$ cat config.mk
export PLATFORM = sky130hd
export DESIGN_NAME = noc_outport_arbiter
export DESIGN_NICKNAME = d
export VERILOG_FILES = /design/src/rtl/noc_outport_arbiter.sv
export SDC_FILE = /design/constraint.sdc
export NUM_CORES = 1
export LEC_CHECK = 0
export CORE_MARGIN = 4
export CORE_UTILIZATION = 50
export CTS_BUF_LIST = sky130_fd_sc_hd__clkbuf_16
export DETAILED_ROUTE_END_ITERATION = 10
export PLACE_DENSITY = 0.85
export SLEW_MARGIN = 20
export SYNTH_ARGS = -nofsm -noshare
export SYNTH_HDL_FRONTEND = slang
export SYNTH_SLANG_ARGS = --single-unit
$ cat constraint.sdc
create_clock -name clk -period 5.45 [get_ports clk]
set_clock_uncertainty 0.1 [all_clocks]
set_input_delay 1.09 -clock clk [delete_from_list [all_inputs] [get_ports clk]]
set_output_delay 1.09 -clock clk [all_outputs]
set_load 0.03 [all_outputs]
$ cat src/rtl/noc_outport_arbiter.sv
// -----------------------------------------------------------------------------
// noc_outport_arbiter
//   Output-port controller for one router output of the mesh NoC. Five input
//   FIFOs (0=N, 1=E, 2=S, 3=W, 4=Local) share the output through round-robin
//   arbitration with wormhole locking: a grant is held for PKT_LEN reads and
//   is never preempted. Downstream flow control is credit based.
//
//   Optional feature macro: STALL_WATCHDOG_EN
//     When defined, a stall watchdog aborts a grant that has made no progress
//     for WD_LIMIT cycles and raises the sticky o_wd_err flag.
//
// Ports
//   clk           rising-edge clock
//   rst           asynchronous active-high reset
//   i_req[4:0]    input i has a packet head routed to this output
//   i_avail[4:0]  input FIFO i holds at least one unread flit
//   i_in_flit     FIFO data buses, input i on bits [8i+7:8i]
//   i_credit_ret  one-cycle pulse: downstream freed one slot
//   o_rd[4:0]     one-hot FIFO read strobe (combinational)
//   o_out_flit    forwarded flit (registered)
//   o_out_valid   o_out_flit valid this cycle (registered)
//   o_gnt[4:0]    one-hot current grant, 0 when idle (registered)
//   o_busy        1 while a packet transfer is in progress
//   o_credits     current downstream credit count
//   o_cr_err      sticky: credit returned while already at full credits
//   o_wd_err      sticky watchdog flag (0 when the watchdog is compiled out)
// -----------------------------------------------------------------------------
module noc_outport_arbiter #(
  parameter int PKT_LEN  = 4,
  parameter int CREDITS  = 8
`ifdef STALL_WATCHDOG_EN
  , parameter int WD_LIMIT = 16
`endif
) (
  input  logic        clk,
  input  logic        rst,
  input  logic [4:0]  i_req,
  input  logic [4:0]  i_avail,
  input  logic [39:0] i_in_flit,
  input  logic        i_credit_ret,
  output logic [4:0]  o_rd,
  output logic [7:0]  o_out_flit,
  output logic        o_out_valid,
  output logic [4:0]  o_gnt,
  output logic        o_busy,
  output logic [3:0]  o_credits,
  output logic        o_cr_err,
  output logic        o_wd_err
);

  localparam logic [3:0] LP_LAST = 4'(PKT_LEN - 1);
  localparam logic [3:0] LP_CRED = 4'(CREDITS);

  typedef enum logic [0:0] {ST_IDLE = 1'b0, ST_XFER = 1'b1} state_t;

  state_t      r_state;
  state_t      w_state_nxt;
  logic [4:0]  r_gnt;
  logic [2:0]  r_gidx;
  logic [2:0]  r_ptr;
  logic [3:0]  r_cnt;
  logic [3:0]  r_credits;
  logic        r_cr_err;
  logic [2:0]  r_sel;
  logic        r_sel_vld;
  logic [7:0]  r_out_flit;
  logic        r_out_valid;
  logic [4:0]  w_rd;
  logic [2:0]  w_pick;
  logic        w_read;
  logic        w_tail;
  logic        w_wd_fire;

  // First requester at or above ptr, wrapping modulo 5.
  function automatic logic [2:0] rr_pick(input logic [4:0] req, input logic [2:0] ptr);
    logic [3:0] sum;
    logic       found;
    rr_pick = 3'd0;
    found   = 1'b0;
    for (int k = 0; k < 5; k++) begin
      sum = {1'b0, ptr} + 4'(k);
      if (sum >= 4'd5) sum = sum - 4'd5;
      if (!found && req[sum[2:0]]) begin
        rr_pick = sum[2:0];
        found   = 1'b1;
      end
    end
  endfunction

  function automatic logic [4:0] onehot5(input logic [2:0] idx);
    onehot5 = 5'b00001 << idx;
  endfunction

  function automatic logic [7:0] flit_mux(input logic [39:0] bus, input logic [2:0] sel);
    case (sel)
      3'd0:    flit_mux = bus[7:0];
      3'd1:    flit_mux = bus[15:8];
      3'd2:    flit_mux = bus[23:16];
      3'd3:    flit_mux = bus[31:24];
      3'd4:    flit_mux = bus[39:32];
      default: flit_mux = 8'd0;
    endcase
  endfunction

  assign w_pick = rr_pick(i_req, r_ptr);
  assign w_read = |w_rd;
  assign w_tail = w_read && (r_cnt == LP_LAST);

  // FSM state register.
  always_ff @(posedge clk or posedge rst) begin
    if (rst) r_state <= ST_IDLE;
    else     r_state <= w_state_nxt;
  end

  // FSM next-state logic; a started packet always runs to its tail read.
  always_comb begin
    w_state_nxt = r_state;
    case (r_state)
      ST_IDLE: if (|i_req) w_state_nxt = ST_XFER; else w_state_nxt = ST_IDLE;
      ST_XFER: if (w_tail || w_wd_fire) w_state_nxt = ST_IDLE; else w_state_nxt = ST_XFER;
      default: w_state_nxt = ST_IDLE;
    endcase
  end

  // FSM outputs: read the granted FIFO only when it has data and a credit exists.
  always_comb begin
    w_rd = 5'd0;
    if (r_state == ST_XFER && r_credits != 4'd0) w_rd = r_gnt & i_avail;
    else                                         w_rd = 5'd0;
  end

  // Grant, round-robin pointer and per-packet flit counter.
  always_ff @(posedge clk or posedge rst) begin
    if (rst) begin
      r_gnt  <= 5'd0;
      r_gidx <= 3'd0;
      r_ptr  <= 3'd0;
      r_cnt  <= 4'd0;
    end else begin
      case (r_state)
        ST_IDLE: begin
          if (|i_req) begin
            r_gnt  <= onehot5(w_pick);
            r_gidx <= w_pick;
            // Just-served input becomes lowest priority next time.
            r_ptr  <= (w_pick == 3'd4) ? 3'd0 : w_pick + 3'd1;
            r_cnt  <= 4'd0;
          end
        end
        ST_XFER: begin
          if (w_tail || w_wd_fire) begin
            r_gnt <= 5'd0;
            r_cnt <= 4'd0;
          end else if (w_read) begin
            r_cnt <= r_cnt + 4'd1;
          end
        end
        default: begin
          r_gnt <= 5'd0;
          r_cnt <= 4'd0;
        end
      endcase
    end
  end

  // Credit counter: a read consumes, a return refunds; both together cancel.
  always_ff @(posedge clk or posedge rst) begin
    if (rst) begin
      r_credits <= LP_CRED;
      r_cr_err  <= 1'b0;
    end else begin
      case ({w_read, i_credit_ret})
        2'b10:   r_credits <= r_credits - 4'd1;
        2'b01: begin
          if (r_credits == LP_CRED) r_cr_err  <= 1'b1;
          else                      r_credits <= r_credits + 4'd1;
        end
        default: r_credits <= r_credits;
      endcase
    end
  end

  // Two-stage datapath: remember which FIFO was read, capture its data a cycle later.
  always_ff @(posedge clk or posedge rst) begin
    if (rst) begin
      r_sel       <= 3'd0;
      r_sel_vld   <= 1'b0;
      r_out_flit  <= 8'd0;
      r_out_valid <= 1'b0;
    end else begin
      r_sel_vld   <= w_read;
      r_out_valid <= r_sel_vld;
      if (w_read)    r_sel      <= r_gidx;
      if (r_sel_vld) r_out_flit <= flit_mux(i_in_flit, r_sel);
    end
  end

`ifdef STALL_WATCHDOG_EN
  localparam int LP_SW = $clog2(WD_LIMIT + 1);

  logic [LP_SW-1:0] r_stall;
  logic             r_wd_err;

  // Fires on the WD_LIMIT-th consecutive XFER cycle without a read.
  assign w_wd_fire = (r_state == ST_XFER) && !w_read && (r_stall == LP_SW'(WD_LIMIT - 1));

  // Stall counter and sticky watchdog flag.
  always_ff @(posedge clk or posedge rst) begin
    if (rst) begin
      r_stall  <= '0;
      r_wd_err <= 1'b0;
    end else begin
      if (r_state == ST_XFER && !w_read && !w_wd_fire) r_stall <= r_stall + 1'b1;
      else                                             r_stall <= '0;
      if (w_wd_fire) r_wd_err <= 1'b1;
    end
  end

  assign o_wd_err = r_wd_err;
`else
  assign w_wd_fire = 1'b0;
  assign o_wd_err  = 1'b0;
`endif

  assign o_rd        = w_rd;
  assign o_out_flit  = r_out_flit;
  assign o_out_valid = r_out_valid;
  assign o_gnt       = r_gnt;
  assign o_busy      = (r_state == ST_XFER);
  assign o_credits   = r_credits;
  assign o_cr_err    = r_cr_err;

endmodule

======== Word-level counts from Yosys, hierarchy flattened ========
Cells that the tools add are included.
storage, ports and cells
  flip-flop bits (word level) ............. 34
  output and inout port bits .............. 26
  word-level logic and storage cells ...... 109
operators by class
  $add $sub $neg .......................... 13
  magnitude comparators ................... 10
  eq/ne operators ......................... 13
  shift operators ......................... 1
  multiplexer cells ....................... 39
  bitwise gates (word level) .............. 2
  reductions and logical operators ........ 20
operators by type and width
  kind                 count
  $pmux 8 s5           1
  $mux 3               11
  $lt 3x4->1 const B   5
  $ge 4x3->1 const B   4
  $mux 4               4
  $pmux 4 s2           2
  $bmux 1 s3           5
  $mux 5               3
  $sub 3x3->3 const B  5
  $mux 1               11
  $pmux 5 s2           1
  $reduce_and 2->1     5
  $reduce_or 5->1      2
  $add 3x2->4 const B  2
  $add 4x1->4 const B  2
  $eq 3x2->1 const B   2
  $eq 3x3->1 const B   2
  $logic_and 1x1->1    6
  $and 5x5->5          1
  $shl 1x3->5 const A  1
  $add 3x1->4 const B  1
  $add 3x3->4 const B  1
  $eq 4x2->1 const B   1
  $eq 4x4->1 const B   1
  other kinds (15)     19

======== Longest topological paths before layout ========
  word-level depth ........................ 20
  gate-level depth with buffers ........... 18

======== Worst setup path before layout ========
No wires, ideal clock.
  kind .................................... register to register
  start point ............................. register r_ptr[0]
  end point ............................... register r_ptr[2]
  setup time .............................. 0.121 ns
  arrival ................................. 3.645 ns
  data required time ...................... 5.229 ns
  path slack .............................. 1.584 ns
  cell stages (with the launch flop) ...... 19
  buffers on the path ..................... 3
  period minus slack after synthesis ...... 3.866 ns
  cells stage by stage .................... dfrtp_1 -> buf_6 -> inv_2 -> buf_4 -> ha_1 -> inv_1 -> fa_1 -> or2_1 -> buf_2 -> mux4_2 -> o21ai_2 -> nor3_2 -> o21a_1 -> o21ai_1 -> inv_1 -> ha_1 -> ha_1 -> nor2_1 -> a22o_1
on the way
  cells in the longest elaborated chain, start to end .. 19
ends and longest elaborated chain
  element                                                               line  RTL
  start: declaration                                                    60    logic [2:0] r_ptr;
  start signal: assignment                                              146   r_ptr <= (w_pick == 3'd4) ? 3'd0 : w_pick + 3'd1;
  parallel branches: the longest is 16 deep, another holds $add 3x1->4  n/a
  $mux 3 *                                                              83    if (!found && req[sum[2:0]]) begin
  via w_pick[1]                                                         69    logic [2:0] w_pick;
  $add 3x1->3 or $eq 3x3->1 (tied branches)                             146
  $mux 3 *                                                              146
Mark *: on every way through the listed nets, which the timed path passes. The select of a mux whose other input is x is not followed.
A chain may end at the register's enable or synchronous reset.

======== Final worst setup path ========
Ends and elaborated chain as after synthesis.

==> flow_summary.yaml <==
layout:
  layout_commonest_cell: "clkdlybuf4s50_1"
  final_cells: 530
  final_cell_mix: "77 x clkdlybuf4s50_1, 52 x nand2_1, 33 x o21ai_0, 33 x dfrtp_1, 29 x nor2_1"
  stdcell_area_mm2: 0.00408
  nets: 525
  layout-drive-gt1-share: 0.0725
  fin_util: 0.673
  num_antenna_cells: 0
  area_growth_pct: 27.8
power_and_ir_drop:
  peakVddDrop_uv: 544
  total_power_mw: 2.80
  leakage_nw: 1.72
  powerDensity_mw_per_mm2: 687
run:
  cap_violations: 0
placement:
  post-place-ws_ns: 0.950
  dpl-instance-area_mm2: 0.00394
  gp_congestion: 0.996
  placed_cells: 522
  hpwl_um: 6810
  port_buffers: 77
clocking:
  cts_tree: "yes"
  cts_buffer_depth: 2
  insertion_delay_ns: 0.27
  numCtsBuffers: 5
  cts.hold.buffers_added: 0
  cts_resized: 0
  clkTransAtPathRegs_ns: 0.05
  clockRootBuffer: "clkbuf_16"
  post-cts-setup-buffer-count: 0
  cts.sink_count: 34
  htreeDepth: 2
logic_synthesis:
  synth.distinct_cells: 72
  yosysTopAreaCell: "dfrtp_1"
  synth_area_leaders: "dfrtp_1 26%, mux2i_1 6.9%, ha_1 6.3%"
  synth_area_mm2: 0.00319
  synth_seq_cells: 34
  syn_inst: 391
  avgSynthCellArea_um2: 8.16
  synth_top_area_frac: 0.259
  synth-edff-count: 0
  yosys_warnings: 0
  async_reset_ff_frac: 1.00
  seq_area_frac_synth: 0.267
  mappedNetlistNets: 462
  synth_ff_type: "dfrtp_1"
route:
  vias: 3161
  ant_nets: 0
  drt_iter0_drc: 227
  vias_per_cell: 5.96
  first_pass_iters: 4
  wl_per_cell_um: 16.4
  drt_wl_total_um: 8720
  drc: 0
critical_path:
  crit_start: "r_ptr[0]"
  path_delay_family: "adder cells"
  cp-start-kind: "register"
  rrSetupSlack_ns: 1.04
  critPathMostFrequentCell: "ha_1"
  cp.required_ns: 5.51
  arrival_ns: 4.48
  r2r_cells: 14
  cp_cell_sequence: "buf_4 > ha_1 > nor2b_1 > or2_1 > mux4_2 > o21ai_2 > nor3_2 > o21a_1 > o21ai_1 > inv_1 > ha_1 > ha_1 > nor2_1 > a22o_1"
  critPathSlowestCell: "dfrtp_1"
  critPathKind: "reg2reg"
  cp-end-kind: "register"
  endpoint: "r_ptr[2]"
  path_max_fanout: 18
  rr_endpoint: "r_ptr[2]"
  crit_buf_inv: 2
  timing.rr.start: "r_ptr[0]"
  critical_path_depth: 14
  critPathMaxStageDelay_ns: 0.71
floorplanning:
  io_pins: 79
  core-area_mm2: 0.00606
  die_h_um: 87.9
  die_width_um: 87.9
  placementRows: 28
  die_area_mm2: 0.00772
  initial_core_util: 0.526
timing:
  setup_viol: 0
  worstMarginPinSlew_ns: 0.745
  period_needed_ns: 4.41
  rsz0062_at_grt: "no"
  fin_ws_ns: 1.04
  fin_tns_setup_ns: 0
  slew_viol_final: 0
  slew_headroom: 0.497
  holdWs_ns: 0.380
  hold_viol: 0
  fmax_mhz: 227
  finalCritPeriodShare: 0.810
worst_hold_path:
  holdCritPathClass: "reg2reg"
grt:
  grt-ovfl-total: 0
  grt.total_usage: 0.231
  antenna_found_initial: 0
  grt_pass1_vias: 3094
  grt_pass1_wl_um: 14300
  grt_max_degree: 35
run_status:
  status: "completed"
[worst reg2reg max path, stage by stage, from the launching register on]
cell and delay, ns:
dfrtp_1 0.71, buf_4 0.32, ha_1 0.42, nor2b_1 0.30
or2_1 0.28, mux4_2 0.54, o21ai_2 0.26, nor3_2 0.11
o21a_1 0.12, o21ai_1 0.28, inv_1 0.12, ha_1 0.21
ha_1 0.28, nor2_1 0.04, a22o_1 0.21
[flip-flops by register name (all words and copies together) (netlist names)]
register     count
r_gidx           3
r_cnt            4
r_sel_vld        1
o_out_valid      1
r_ptr            3
o_out_flit       8
o_busy           1
o_gnt            5
o_credits        4
o_cr_err         1
r_sel            3
[synth_stat cells, types with 5 or more instances]
| cell type | count |
|---|---|
| nor3_1 | 8 |
| buf_6 | 5 |
| o22ai_1 | 11 |
| mux2i_1 | 22 |
| nand3_1 | 6 |
| inv_1 | 23 |
| o21ai_1 | 6 |
| nand2_1 | 52 |
| dfrtp_1 | 33 |
| nor2_1 | 29 |
| nand2b_1 | 8 |
| o21ai_0 | 33 |
| o211ai_1 | 5 |
| nor2b_1 | 8 |
| xnor2_1 | 5 |
| ha_1 | 16 |
| clkbuf_1 | 11 |
| a21oi_1 | 11 |
[cell families after synthesis]
logic type / synth area share
simple gates: 0.203
fa+ha+maj: 0.0753
compound gates: 0.259
flops: 0.267
xor+xnor: 0.0216
other cells: 0.00118
buf+inv: 0.0788
mux: 0.0937
[cell type report]
cell class,instances,area [um2]
inverter,27,101
clock inverter,3,16.3
sequential,34,852
fill,496,1980
clock buffer,5,125
multi-input combinational,305,2090
timing repair buffer,81,801
tap,75,93.8
[routing by layer]
metal | vias up | share of wire | GRT usage
met1 | 1487 | 0.43 | 0.303
met2 | 117 | 0.49 | 0.370
met5 | - | 0 | 0
met3 | 16 | 0.059 | 0.0602
li1 | 1541 | - | -
met4 | 0 | 0.017 | 0.0753
[power by group]
part / total [mW] / internal, mW / switching, mW
logic: 2.01 / 0.838 / 1.18
registers: 0.516 / 0.362 / 0.154
clock network: 0.271 / 0.167 / 0.105
total: 2.80 / 1.37 / 1.43
[how the worst min path moves through the flow]
stage,startpoint,endpoint,slack (ns),cells after the start
2_1_floorplan,r_sel_vld,o_out_valid,0.25,0
3_3_place_gp,o_cr_err,o_cr_err,0.36,1
3_5_place_dp,o_cr_err,o_cr_err,0.36,1
4_1_cts,r_gidx[0],r_sel[0],0.38,2
5_1_grt,o_cr_err,o_cr_err,0.43,1
6_report,o_cr_err,o_cr_err,0.38,1
Power figures use the tool's default switching activity.
